<file path="src/rtl/receiver_pkg.sv">
// Shared types and constants for the parameterised serial receiver.
package receiver_pkg;

   localparam int unsigned PARITY_NONE = 0;
   localparam int unsigned PARITY_EVEN = 1;
   localparam int unsigned PARITY_ODD  = 2;

   typedef enum logic [2:0] {
      IDLE,
      START,
      DATA,
      PARITY,
      STOP,
      ERROR
   } state_t;

endpackage

</file>
<file path="src/rtl/rx_bit_timer.sv">
// Bit-period down-counter: load has priority, decrement saturates at zero.
module rx_bit_timer #(
   parameter int unsigned TW = 1
) (
   input  logic          clk,
   input  logic          rst,
   input  logic          load,
   input  logic [TW-1:0] load_val,
   input  logic          dec,
   output logic          zero_c
);

   logic [TW-1:0] count;

   always_ff @(posedge clk or posedge rst) begin
      if (rst) begin
         count <= '0;
      end else if (load) begin
         count <= load_val;
      end else if (dec && (count != '0)) begin
         count <= count - TW'(1);
      end
   end

   assign zero_c = (count == '0);

endmodule

</file>
<file path="src/rtl/param_receiver.sv">
// Serial receiver: start/data/parity/stop framing with a one-word holding register.
module param_receiver
   import receiver_pkg::*;
#(
   parameter int unsigned DATA_W       = 8,
   parameter int unsigned CLKS_PER_BIT = 1,
   parameter int unsigned PARITY_MODE  = 0,
   parameter int unsigned STOP_BITS    = 1
) (
   input  logic              clk,
   input  logic              rst,
   input  logic              rx,
   input  logic              ready,
   output logic [DATA_W-1:0] data,
   output logic              valid,
   output logic              frame_err,
   output logic              parity_err,
   output logic              overrun,
   output logic              busy
);

   localparam int unsigned TW   = (CLKS_PER_BIT > 1) ? $clog2(CLKS_PER_BIT) : 1;
   localparam int unsigned BW   = $clog2(DATA_W + 1);
   localparam int unsigned HALF = (CLKS_PER_BIT - 1) / 2;

   localparam logic [TW-1:0] BIT_LOAD   = TW'(CLKS_PER_BIT - 1);
   localparam logic [TW-1:0] START_LOAD = TW'((HALF == 0) ? 0 : HALF - 1);
   localparam logic [BW-1:0] LAST_BIT   = BW'(DATA_W - 1);
   localparam logic [BW-1:0] LAST_STOP  = BW'(STOP_BITS - 1);

   state_t            state_q, state_d;
   logic [DATA_W-1:0] shift_q, shift_d;
   logic [BW-1:0]     bit_idx_q, bit_idx_d;
   logic              par_bad_q, par_bad_d;
   logic [DATA_W-1:0] data_d;
   logic              valid_d, frame_err_d, parity_err_d, overrun_d, busy_d;
   logic              tmr_load, tmr_dec, tmr_zero;
   logic [TW-1:0]     tmr_val;

   rx_bit_timer #(.TW(TW)) u_timer (
      .clk      (clk),
      .rst      (rst),
      .load     (tmr_load),
      .load_val (tmr_val),
      .dec      (tmr_dec),
      .zero_c   (tmr_zero)
   );

   always_ff @(posedge clk or posedge rst) begin
      if (rst) begin
         state_q    <= IDLE;
         shift_q    <= '0;
         bit_idx_q  <= '0;
         par_bad_q  <= 1'b0;
         data       <= '0;
         valid      <= 1'b0;
         frame_err  <= 1'b0;
         parity_err <= 1'b0;
         overrun    <= 1'b0;
         busy       <= 1'b0;
      end else begin
         state_q    <= state_d;
         shift_q    <= shift_d;
         bit_idx_q  <= bit_idx_d;
         par_bad_q  <= par_bad_d;
         data       <= data_d;
         valid      <= valid_d;
         frame_err  <= frame_err_d;
         parity_err <= parity_err_d;
         overrun    <= overrun_d;
         busy       <= busy_d;
      end
   end

   always_comb begin
      state_d      = state_q;
      shift_d      = shift_q;
      bit_idx_d    = bit_idx_q;
      par_bad_d    = par_bad_q;
      data_d       = data;
      valid_d      = valid;
      frame_err_d  = 1'b0;
      parity_err_d = 1'b0;
      overrun_d    = 1'b0;
      tmr_load     = 1'b0;
      tmr_dec      = 1'b0;
      tmr_val      = BIT_LOAD;

      // Consumer handshake; a completing frame below may reassert valid.
      if (valid && ready) valid_d = 1'b0;

      case (state_q)
         IDLE: begin
            if (!rx) begin
               tmr_load  = 1'b1;
               bit_idx_d = '0;
               par_bad_d = 1'b0;
               if (HALF == 0) begin
                  state_d = DATA;
               end else begin
                  state_d = START;
                  tmr_val = START_LOAD;
               end
            end
         end
         START: begin
            if (!tmr_zero) begin
               tmr_dec = 1'b1;
            end else if (!rx) begin
               state_d  = DATA;
               tmr_load = 1'b1;
            end else begin
               state_d = IDLE;
            end
         end
         DATA: begin
            if (!tmr_zero) begin
               tmr_dec = 1'b1;
            end else begin
               tmr_load = 1'b1;
               shift_d  = (shift_q >> 1) | (DATA_W'(rx) << (DATA_W - 1));
               if (bit_idx_q == LAST_BIT) begin
                  bit_idx_d = '0;
                  state_d   = (PARITY_MODE != PARITY_NONE) ? PARITY : STOP;
               end else begin
                  bit_idx_d = bit_idx_q + BW'(1);
               end
            end
         end
         PARITY: begin
            if (!tmr_zero) begin
               tmr_dec = 1'b1;
            end else begin
               tmr_load  = 1'b1;
               par_bad_d = (^shift_q) ^ rx ^ (PARITY_MODE == PARITY_ODD);
               bit_idx_d = '0;
               state_d   = STOP;
            end
         end
         STOP: begin
            if (!tmr_zero) begin
               tmr_dec = 1'b1;
            end else begin
               tmr_load = 1'b1;
               if (!rx) begin
                  frame_err_d = 1'b1;
                  state_d     = ERROR;
               end else if (bit_idx_q == LAST_STOP) begin
                  state_d = IDLE;
                  if (par_bad_q) begin
                     parity_err_d = 1'b1;
                  end else if (!valid || ready) begin
                     data_d  = shift_q;
                     valid_d = 1'b1;
                  end else begin
                     overrun_d = 1'b1;
                  end
               end else begin
                  bit_idx_d = bit_idx_q + BW'(1);
               end
            end
         end
         ERROR: begin
            if (rx) state_d = IDLE;
         end
         default: state_d = IDLE;
      endcase

      busy_d = (state_d != IDLE);
   end

endmodule

</file>
<file path="config.mk">
export PLATFORM = sky130hd
export DESIGN_NAME = param_receiver
export DESIGN_NICKNAME = d
export VERILOG_FILES = /design/src/rtl/receiver_pkg.sv /design/src/rtl/rx_bit_timer.sv /design/src/rtl/param_receiver.sv
export SDC_FILE = /design/constraint.sdc
export NUM_CORES = 1
export LEC_CHECK = 0
export CAP_MARGIN = 0
export CORE_ASPECT_RATIO = 1.25
export CORE_MARGIN = 2
export CORE_UTILIZATION = 59
export DETAILED_ROUTE_END_ITERATION = 7
export PLACE_DENSITY = 0.8
export SLEW_MARGIN = 20
export SYNTH_ARGS = -nofsm -noshare
export SYNTH_HDL_FRONTEND = slang
export SYNTH_SLANG_ARGS = --single-unit
</file>
<file path="constraint.sdc">
create_clock -name clk -period 3 [get_ports clk]
set_input_delay 0.9 -clock clk [delete_from_list [all_inputs] [get_ports clk]]
set_output_delay 0.9 -clock clk [all_outputs]
set_load 0.01 [all_outputs]
</file>
== Yosys cells after proc, flatten, opt, wreduce, memory -nomap -nowiden ==
Index checks and enable logic that the tools add are counted.
Word-level totals
  register bits: 30
  latch bits: 0
  memory bits (writable): 0
  bits in read-only memories: 0
  input bits: 4
  word-level logic and storage cells: 95
  memories kept: 0
Operators by class
  add/subtract/negate cells: 2
  multipliers: 0
  divide/modulo/power cells: 0
  order comparisons: 0
  equality and inequality tests: 12
  shifts and indexed selects: 0
  multiplexer cells: 49
  bitwise gates (word level): 4
  reduce and logical (&&, ||, !) cells: 17
Operator list (number)
  two-way mux 1 bit: 28
  two-way mux 4 bit: 7
  two-way mux 3 bit: 9
  one-hot mux 3 bit (6 select lines): 1
  one-hot mux 4 bit (4 select lines): 1
  inequality test 2 bit, second input constant: 6
  OR 7 x 8 -> 8 bit: 1
  parity 8 bit: 1
  AND reduction 7 bit: 1
  == test 3 x 2 -> 1 bit, second input constant: 2
  == test 3 bit, second input constant: 2
  AND reduction 6 bit: 1
  adder 4 x 1 -> 4 bit, second input constant: 1
  == test 4 x 3 -> 1 bit, second input constant: 1
  logical NOT 4 bit: 1
  nonzero test 2 bit: 2
  nonzero test 4 bit: 1
  OR reduction 4 bit: 1
  == test 3 x 1 -> 1 bit, second input constant: 1
  logical NOT 3 bit: 1
  one-hot mux 1 bit (3 select lines): 1
  AND reduction 3 bit: 1
  nonzero test 3 bit: 1
  OR reduction 3 bit: 1
  9 further kinds: 11

== Depth between registers and ports, before layout ==
Gate-level depths: netlist of the first run.
  depth in word-level cells: 8
  mapped depth: 7
  mapped depth without buffers: 7

== By module ==
From an unflattened synthesis of the first run, not the netlist that was laid out.
Second synthesis, totals
  cells, all modules: 132
  area total of the unflattened synthesis: 1486.4 µm²
By module, submodules not included
  param_receiver: instances 1, cells each 127, area each 1437.6 µm²
  rx_bit_timer: instances 1, cells each 5, area each 48.8 µm²

== Worst setup path before layout of the first run ==
No wires, ideal clock.
  path kind: input to register
  start point: input rx
  end point: register bit_idx_q[2]
  arrival time: 2.065 ns
  data required time: 2.879 ns
  slack: 0.814 ns
  stages on the path: 6
  path buffers: 1
  cell sequence: clkbuf_1 > or3_1 > a21oi_1 > a21o_1 > o31ai_1 > a22o_1
Between the ends
  word-level cells in the longest chain between the ends: 2
RTL lines
  from (decl): line param_receiver.sv:12  | input logic rx,
  inequality test 2 bit (no source line)
  AND reduction 7 bit (no source line) *
  to (signal assigned): line param_receiver.sv:64  | bit_idx_q <= bit_idx_d;
  to (decl): line param_receiver.sv:33  | logic [BW-1:0] bit_idx_q, bit_idx_d;
Mark *: on every way between the ends. The rest lies on a longest branch, timed or not.
A chain may end at the register's enable or synchronous reset.

== Final worst setup path of the first run ==
Same ends and word-level chain as after synthesis.

==> results of run 1 <==
[final timing paths]
path | from | to | slack (ps) | cells past startpoint
setup / recovery | rx | bit_idx_q[2]$_DFFE_PP0P_ | 700 | 6
hold / removal | data[0]$_DFFE_PP0P_ | data[0]$_DFFE_PP0P_ | 520 | 1
setup reg to reg | bit_idx_q[0]$_DFFE_PP0P_ | data[5]$_DFFE_PP0P_ | 900 | 6
hold reg to reg | data[0]$_DFFE_PP0P_ | data[0]$_DFFE_PP0P_ | 520 | 1
max in group asynchronous | rst | state_q[1]$_DFF_PP0_ | 1790 | 3
min in group asynchronous | rst | par_bad_q$_DFFE_PP0P_ | 930 | 3
[worst max-delay path, stage by stage]
cell and delay (ps):
clkdlybuf4s50_1 450, or3_1 430, a21oi_1 220, a21o_1 220
o31ai_1 120, a22o_1 190
[synth_stat cells, types with 2 or more instances]
library cell,n,area share
nand2b_1,3,0.013
clkbuf_1,4,0.010
o21a_1,3,0.015
nand3_1,5,0.017
a21oi_1,7,0.024
nor2_1,10,0.025
nand2_1,4,0.010
mux2_2,8,0.061
mux2_4,8,0.081
xnor2_1,9,0.053
ha_1,2,0.017
o31ai_1,2,0.010
inv_1,6,0.015
dfrtp_1,30,0.51
o21ai_0,6,0.020
[sequential cells by signal (all words and copies together), names as in the netlist]
register,cells
data,8
shift_q,8
bit_idx_q,4
state_q,3
busy,1
frame_err,1
overrun,1
par_bad_q,1
parity_err,1
u_timer.count,1
valid,1
[logic make-up after synthesis]
family / Yosys count
muxes: 16
DFF: 30
adders and majority gates: 2
buffers and inverters: 13
and+or+nand+nor: 34
AOI/OAI and AO/OA: 23
xor gates and xnor gates: 10
[layer usage]
metal	global-route usage	wire length, um
met1	0.238	1040
met2	0.360	1360
met3	0.0650	117
met4	0.0980	23
met5	0	0
[per-stage QoR]
step / util / power [mW] / hold slack (ps) / setup slack, ps
2_1_floorplan: - / 1.32 / 471 / 814
3_3_place_gp: 0.689 / 1.48 / 495 / 473
3_5_place_dp: 0.689 / 1.52 / 501 / 392
4_1_cts: 0.714 / 1.78 / 523 / 754
5_1_grt: 0.714 / 1.91 / 539 / 654
6_report: 0.714 / 1.77 / 520 / 703
[final cells by class]
type | instances | share of cell area
multi-input combinational | 85 | 0.388
sequential | 30 | 0.438
inverter | 6 | 0.0131
clock buffer | 7 | 0.0321
clock inverter | 1 | 0.00292
tap | 33 | 0.0241
timing repair buffer | 18 | 0.102
[power by group]
| part | internal, mW | total (mW) | switching (mW) |
|---|---|---|---|
| registers | 0.537 | 0.697 | 0.160 |
| clock network | 0.113 | 0.252 | 0.139 |
| logic | 0.455 | 0.821 | 0.367 |
| total | 1.10 | 1.77 | 0.665 |
==> flow_metrics.tcl, run 1 <==
set metrics [dict create \
    status "complete, no violations" \
    powerDensity_nw_per_um2 1030 \
    clock-skew-final_ps 7.32 \
    post_cts_buffers 0 \
    ys.flop_type "dfrtp_1" \
    netlist_instances 128 \
    cts_made_buffers 5 \
    clockBufferDepth 2 \
    vdd_ir_drop_max_v 0.000577 \
    end_kind "register" \
    vias 997 \
    grt_pass1_wl_um 4510 \
    drc 0 \
    synth_area_sq_um 1470 \
    grtUsageTotal 0.208 \
    fillCellCount 204 \
    tightest_slew_ps 612 \
    cts_resized 0 \
    drt-pass1-iter-count 4 \
    yosysSeqAreaShare 0.509 \
    crit_type "primary input to register" \
    final_hold_viol_count 0 \
    start_util 0.614 \
    dp_cells 172 \
    area_growth_pct 16.4 \
    final_cell_area_sq_um 1720 \
    holdCritPathClass "register to register" \
    cts_sinks 30 \
    drv_slew 0 \
    final_net_count 152 \
    syn_avg_cell_area_sq_um 11.5 \
    synth_fp_nets 134 \
    setup_viol 0 \
    final_cells 180 \
    clk_pin_slew_ps 90 \
    grt_overflow_total 0 \
    coreArea_sq_um 2400 \
    postCtsHoldBufs 0 \
    clk_latency_ps 330 \
    place_congestion 0.748 \
    synth_warnings 0 \
    die_area_sq_um 2920 \
    fp.dieW_um 48.7 \
    crit_path_start_kind "primary input" \
    place_area_sq_um 1660 \
    antenna_cells 0 \
    synthAdderAreaFrac 0.0170 \
    path_max_fanout 6 \
    fin_setup_tns_ps 0 \
    ys_seq_elements 30 \
    multi_input_area_sq_um 666 \
    root_buffer "clkbuf_4" \
    final_common_cell "dfrtp_1" \
    drt-initial-drc-count 16 \
    synth_enable_flop_cells 0 \
    synth_compound_area_frac 0.0993 \
    chipHeight_um 59.9 \
    via_per_inst 5.54 \
    power.leakage_nw 0.793 \
    drt_wl_total_um 2540 \
    fp-row-count 20 \
    arrival_ps 2530 \
    grt_pass1_vias 1006 \
    synth_xor_area_frac 0.0594 \
    layout-drive-gt1-share 0.204 \
    max_freq_mhz 435 \
    dp_hpwl_um 1860 \
    synth_mux_area_frac 0.143 \
    yosysUniqueCellTypes 36 \
    drv_cap 0 \
    antenna_found_initial 0 \
    period_share 0.766 \
    synth_top_family_by_area "multiplexers" \
    cts_max_level 2 \
    synth-simple-area-share 0.133 \
    io_pins 17 \
    final_antenna_net_count 0 \
    max_slew_margin 0.590 \
    numPortBuffers 16 \
    async_flop_share 1.00 \
    cts_tree "yes" \
    regArea_sq_um 751 \
    grt_max_degree 31 \
    post_drt_wl_per_cell_um 14.1 \
    rsz0062_at_grt "no" \
    finalCriticalPeriod_ps 2300 \
    worstPathRequired_ps 3230 \
    final_cell_mix "dfrtp_1, clkdlybuf4s50_1, nor2_1" \
]
No activity file was read; power rests on OpenSTA's default activity.
==> inputs of run 2 (changes only) <==
--- a/config.mk
+++ b/config.mk
@@ -8,9 +8,9 @@
 export CAP_MARGIN = 0
 export CORE_ASPECT_RATIO = 1.25
 export CORE_MARGIN = 2
-export CORE_UTILIZATION = 59
+export CORE_UTILIZATION = 54
 export DETAILED_ROUTE_END_ITERATION = 7
-export PLACE_DENSITY = 0.8
+export PLACE_DENSITY = 0.74
 export SLEW_MARGIN = 20
 export SYNTH_ARGS = -nofsm -noshare
 export SYNTH_HDL_FRONTEND = slang
==> constraint.sdc (replaced) <==
create_clock -name clk -period 2.25 [get_ports clk]
set_input_delay 0.675 -clock clk [delete_from_list [all_inputs] [get_ports clk]]
set_output_delay 0.675 -clock clk [all_outputs]
set_load 0.01 [all_outputs]
==> run 2 against run 1 <==
Core utilization shrank 4.9 points. Clock power rose by 11%. Sequential power increased by 29%. Count of clock-buffer cells in the layout unchanged. Sequential share of layout area decreased by 0.78 points. Critical endpoint is now data[0]$_DFFE_PP0P_. Largest power group unchanged.
==> flow_metrics.tcl, run 2 (synthesized netlist as in run 1, its figures left out) <==
set metrics [dict create \
    cts_resized 0 \
    clock-skew-final_ps 9.04 \
    setup_ws_ps 169 \
    grt_overflow_total 0 \
    powerDensity_nw_per_um2 1340 \
    dp_hpwl_um 1810 \
    via_per_inst 5.40 \
    finalPower_mw 2.35 \
    antenna_cells 0 \
    reg2reg_slack_ps 170 \
    grtUsageTotal 0.185 \
    numPortBuffers 16 \
    holdCritPathClass "register to register" \
    rsz0062_at_grt "no" \
    io_pins 17 \
    chipHeight_um 62.4 \
    final_cell_mix "dfrtp_1, clkdlybuf4s50_1, nor2_1" \
    cts_made_buffers 5 \
    reg_top3 "data (8), shift_q (8), bit_idx_q (4)" \
    setup_viol 0 \
    drv_cap 0 \
    r2r_cells 6 \
    coreArea_sq_um 2630 \
    start_util 0.561 \
    fp.dieW_um 50.7 \
    max_slew_margin 0.740 \
    grt_max_degree 31 \
    status "complete, no violations" \
    place_congestion 0.821 \
    final_hold_viol_count 0 \
    crit_type "register to register" \
    fillCellCount 222 \
    finalCriticalPeriod_ps 2080 \
    vdd_ir_drop_max_v 0.000656 \
    max_freq_mhz 481 \
    hold_depth 1 \
    r2r-end "data[0]$_DFFE_PP0P_" \
    crit_path_start_kind "register" \
    final_common_cell "dfrtp_1" \
    crit_path_cell_trace "inv_1 -> ha_1 -> or3b_4 -> or3_4 -> nand2b_4 -> mux2_4" \
    final_antenna_net_count 0 \
    min_from "data[5]$_DFFE_PP0P_" \
    cp_top_family "simple AND/OR/NAND/NOR gates" \
    cts_sinks 30 \
    critPathBufInv 1 \
    clk_pin_slew_ps 80 \
    drv_slew 0 \
    grt_pass1_wl_um 4260 \
    drc 0 \
    cts_max_level 2 \
    drt_wl_total_um 2500 \
    slowest_stage "dfrtp_1" \
    hold_end "data[5]$_DFFE_PP0P_" \
    drt-initial-drc-count 20 \
    cts_tree "yes" \
    arrival_ps 2290 \
    layout-drive-gt1-share 0.224 \
    postCtsHoldBufs 0 \
    area_growth_pct 18.5 \
    period_share 0.925 \
    worstPathRequired_ps 2460 \
    grt_pass1_vias 943 \
    power.leakage_nw 0.810 \
    antenna_found_initial 0 \
    path_max_fanout 8 \
    fin_setup_tns_ps 0 \
    post_drt_wl_per_cell_um 13.5 \
    fp-row-count 21 \
    final_net_count 158 \
    tightest_slew_ps 390 \
    clockBufferDepth 2 \
    rr_startpoint "bit_idx_q[0]$_DFFE_PP0P_" \
    end_kind "register" \
    cpPeakStageDelay_ps 410 \
    root_buffer "clkbuf_4" \
    die_area_sq_um 3170 \
    vias 1004 \
    clk_latency_ps 320 \
    dpl_worst_slack_ps -77.7 \
    post_cts_buffers 0 \
    drt-pass1-iter-count 4 \
]
-- run 2: changes by cell type in the layout (fill, tap and decap cells not counted), sizes merged --
cell / before / now
buf: 2 / 8
clkinv: 1 / 0
-- run 2: worst max path at each step --
stage	from	endpoint	cells after the start	slack (ps)
after global routing	bit_idx_q[0]$_DFFE_PP0P_	data[0]$_DFFE_PP0P_	6	90
after CTS	bit_idx_q[0]$_DFFE_PP0P_	data[0]$_DFFE_PP0P_	6	140
after global placement	rx	data[1]$_DFFE_PP0P_	5	-30
after floorplan	bit_idx_q[0]$_DFFE_PP0P_	data[0]$_DFFE_PP0P_	7	230
final	bit_idx_q[0]$_DFFE_PP0P_	data[0]$_DFFE_PP0P_	6	170
after detailed placement	rx	data[0]$_DFFE_PP0P_	5	-80
-- run 2: final cells by class --
class | count | area, sq um | area share
clock buffer | 7 | 45.0 | 0.0258
inverter | 6 | 22.5 | 0.0129
multi-input combinational | 85 | 666 | 0.381
sequential | 30 | 751 | 0.430
tap | 34 | 42.5 | 0.0244
timing repair buffer | 24 | 220 | 0.126
-- run 2: per-layer routing --
metal	track usage	part of all wire
met1	0.215	0.41
met2	0.296	0.52
met3	0.0646	0.039
met4	0.0980	0.033
met5	0	0
-- run 2: through the flow --
step | util | cells | hold slack, ps | instance area, sq um
5_1_grt | 0.665 | 186 | 534 | 1750
3_5_place_dp | 0.648 | 179 | 493 | 1700
6_report | 0.665 | 186 | 515 | 1750
4_1_cts | 0.665 | 186 | 517 | 1750
3_3_place_gp | 0.648 | 179 | 496 | 1700
2_1_floorplan | - | 128 | 471 | 1470
-- run 2: power by group --
part	leakage (nW)	switching [mW]	internal (mW)	total, mW
logic	0.395	0.508	0.662	1.17
registers	0.390	0.182	0.717	0.898
clock network	0.0254	0.162	0.117	0.279
total	0.810	0.851	1.50	2.35
-- run 2: worst reg2reg max path, stage by stage (launching register included) --
cell,delay [ps]
dfrtp_1,410
inv_1,110
ha_1,140
or3b_4,400
or3_4,380
nand2b_4,220
mux2_4,330
==> inputs of run 3 (changes only) <==
--- a/config.mk
+++ b/config.mk
@@ -11,6 +11,7 @@
 export CORE_UTILIZATION = 54
 export DETAILED_ROUTE_END_ITERATION = 7
 export PLACE_DENSITY = 0.74
+export SETUP_SLACK_MARGIN = 0.15
 export SLEW_MARGIN = 20
 export SYNTH_ARGS = -nofsm -noshare
 export SYNTH_HDL_FRONTEND = slang
==> run 3 against run 2 <==
Cell area grew 0.86%. Routed wire length increased by 0.36%. Global-route usage is the same. Sequential share of layout area shrank 0.37 points. Clock power is essentially flat. Clock skew barely moved.
==> flow_metrics.tcl, run 3 (synthesized netlist as in run 1, its figures left out) <==
set metrics [dict create \
    whs_ps 515 \
    fin_setup_tns_ps 0 \
    critPathBufInv 1 \
    final_cell_mix "dfrtp_1, clkdlybuf4s50_1, nor2_1, buf_4, xnor2_1" \
    clockBufferDepth 2 \
    final_antenna_net_count 0 \
    setup_viol 0 \
    dp_hpwl_um 1810 \
    power.leakage_nw 0.819 \
    cts_sinks 30 \
    clk_pin_slew_ps 80 \
    holdCritPathClass "register to register" \
    crit_path_cell_trace "inv_2 -> ha_1 -> or3b_4 -> or3_4 -> nand2b_4 -> mux2_4" \
    coreArea_sq_um 2630 \
    post_drt_wl_per_cell_um 13.4 \
    clock-skew-final_ps 9.19 \
    cp_top_family "simple AND/OR/NAND/NOR gates" \
    clk_latency_ps 320 \
    path_depth 6 \
    grt_pass1_vias 942 \
    end_kind "register" \
    max_slew_margin 0.740 \
    rsz0062_at_grt "no" \
    final_common_cell "dfrtp_1" \
    max_freq_mhz 496 \
    worstPathRequired_ps 2460 \
    drv_slew 0 \
    place_congestion 0.821 \
    reg_top3 "data (8), shift_q (8), bit_idx_q (4)" \
    antenna_cells 0 \
    hold_depth 1 \
    vias 1000 \
    start_util 0.561 \
    fp-row-count 21 \
    path_max_fanout 8 \
    final_hold_viol_count 0 \
    layout-drive-gt1-share 0.240 \
    arrival_ps 2220 \
    grt_overflow_total 0 \
    numPortBuffers 16 \
    area_growth_pct 19.5 \
    fin_util 0.670 \
    fp.dieW_um 50.7 \
    status "complete, no violations" \
    via_per_inst 5.32 \
    drv_cap 0 \
    drc 0 \
    tightest_slew_ps 390 \
    r2r_cells 6 \
    postCtsHoldBufs 0 \
    finalCriticalPeriod_ps 2020 \
    grt_max_degree 31 \
    grt_pass1_wl_um 4260 \
    cts_made_buffers 5 \
    io_pins 17 \
    vdd_ir_drop_max_v 0.000657 \
    die_area_sq_um 3170 \
    period_share 0.897 \
    cpPeakStageDelay_ps 400 \
    fillCellCount 220 \
    drt-pass1-iter-count 4 \
    crit_type "register to register" \
    root_buffer "clkbuf_4" \
    drt-initial-drc-count 19 \
    slowest_stage "or3b_4" \
    grtUsageTotal 0.185 \
    powerDensity_nw_per_um2 1350 \
    chipHeight_um 62.4 \
    crit_path_start_kind "register" \
    cts_max_level 2 \
    cts_tree "yes" \
    drt_wl_total_um 2510 \
    final_net_count 160 \
    antenna_found_initial 0 \
]
## run 3: changes by cell type in the layout (fill, tap and decap cells not counted)
cell | previous run | this run
buf_4 | 8 | 10
inv_1 | 6 | 5
inv_2 | 0 | 1
## run 3: timing repair
action / 4_1_cts / 5_1_grt
setup endpoints to repair: 2 / 7
pin swaps: 0 / 0
setup buffers: 1 / 1
endpoints found under the hold margin: 0 / 0
resized for setup: 0 / 1
## run 3: area by class of cell
type	instances	area, sq um	share of cell area
sequential	30	751	0.426
multi-input combinational	85	666	0.378
timing repair buffer	26	235	0.134
clock buffer	7	45.0	0.0256
tap	34	42.5	0.0241
inverter	6	22.5	0.0128
## run 3: metal layers
| layer | part of all wire | global-route usage |
|---|---|---|
| met2 | 0.52 | 0.296 |
| met5 | 0 | 0 |
| met4 | 0.033 | 0.0980 |
| met3 | 0.038 | 0.0646 |
| met1 | 0.41 | 0.215 |
## run 3: where the power goes
part / switching (mW) / total [mW] / internal [mW]
logic: 0.518 / 1.20 / 0.680
clock network: 0.162 / 0.279 / 0.117
registers: 0.178 / 0.894 / 0.717
## run 3: worst paths after layout
kind	end	slack (ps)	from
worst max-delay path	data[0]$_DFFE_PP0P_	230	bit_idx_q[0]$_DFFE_PP0P_
worst min-delay path	data[5]$_DFFE_PP0P_	510	data[5]$_DFFE_PP0P_
worst max register to register	data[0]$_DFFE_PP0P_	230	bit_idx_q[0]$_DFFE_PP0P_
worst min register to register	data[5]$_DFFE_PP0P_	510	data[5]$_DFFE_PP0P_
max in group asynchronous	bit_idx_q[0]$_DFFE_PP0P_	1260	rst
min in group asynchronous	overrun$_DFF_PP0_	720	rst
## run 3: per-stage QoR
step	setup slack (ps)	instances	instance area [sq um]	power, mW
global route	170	188	1760	2.57
CTS	187	187	1750	2.39
detailed placement	-77.7	179	1700	2.09
floorplan	230	128	1470	1.76
finish	232	188	1760	2.37
global placement	-27.5	179	1700	2.05
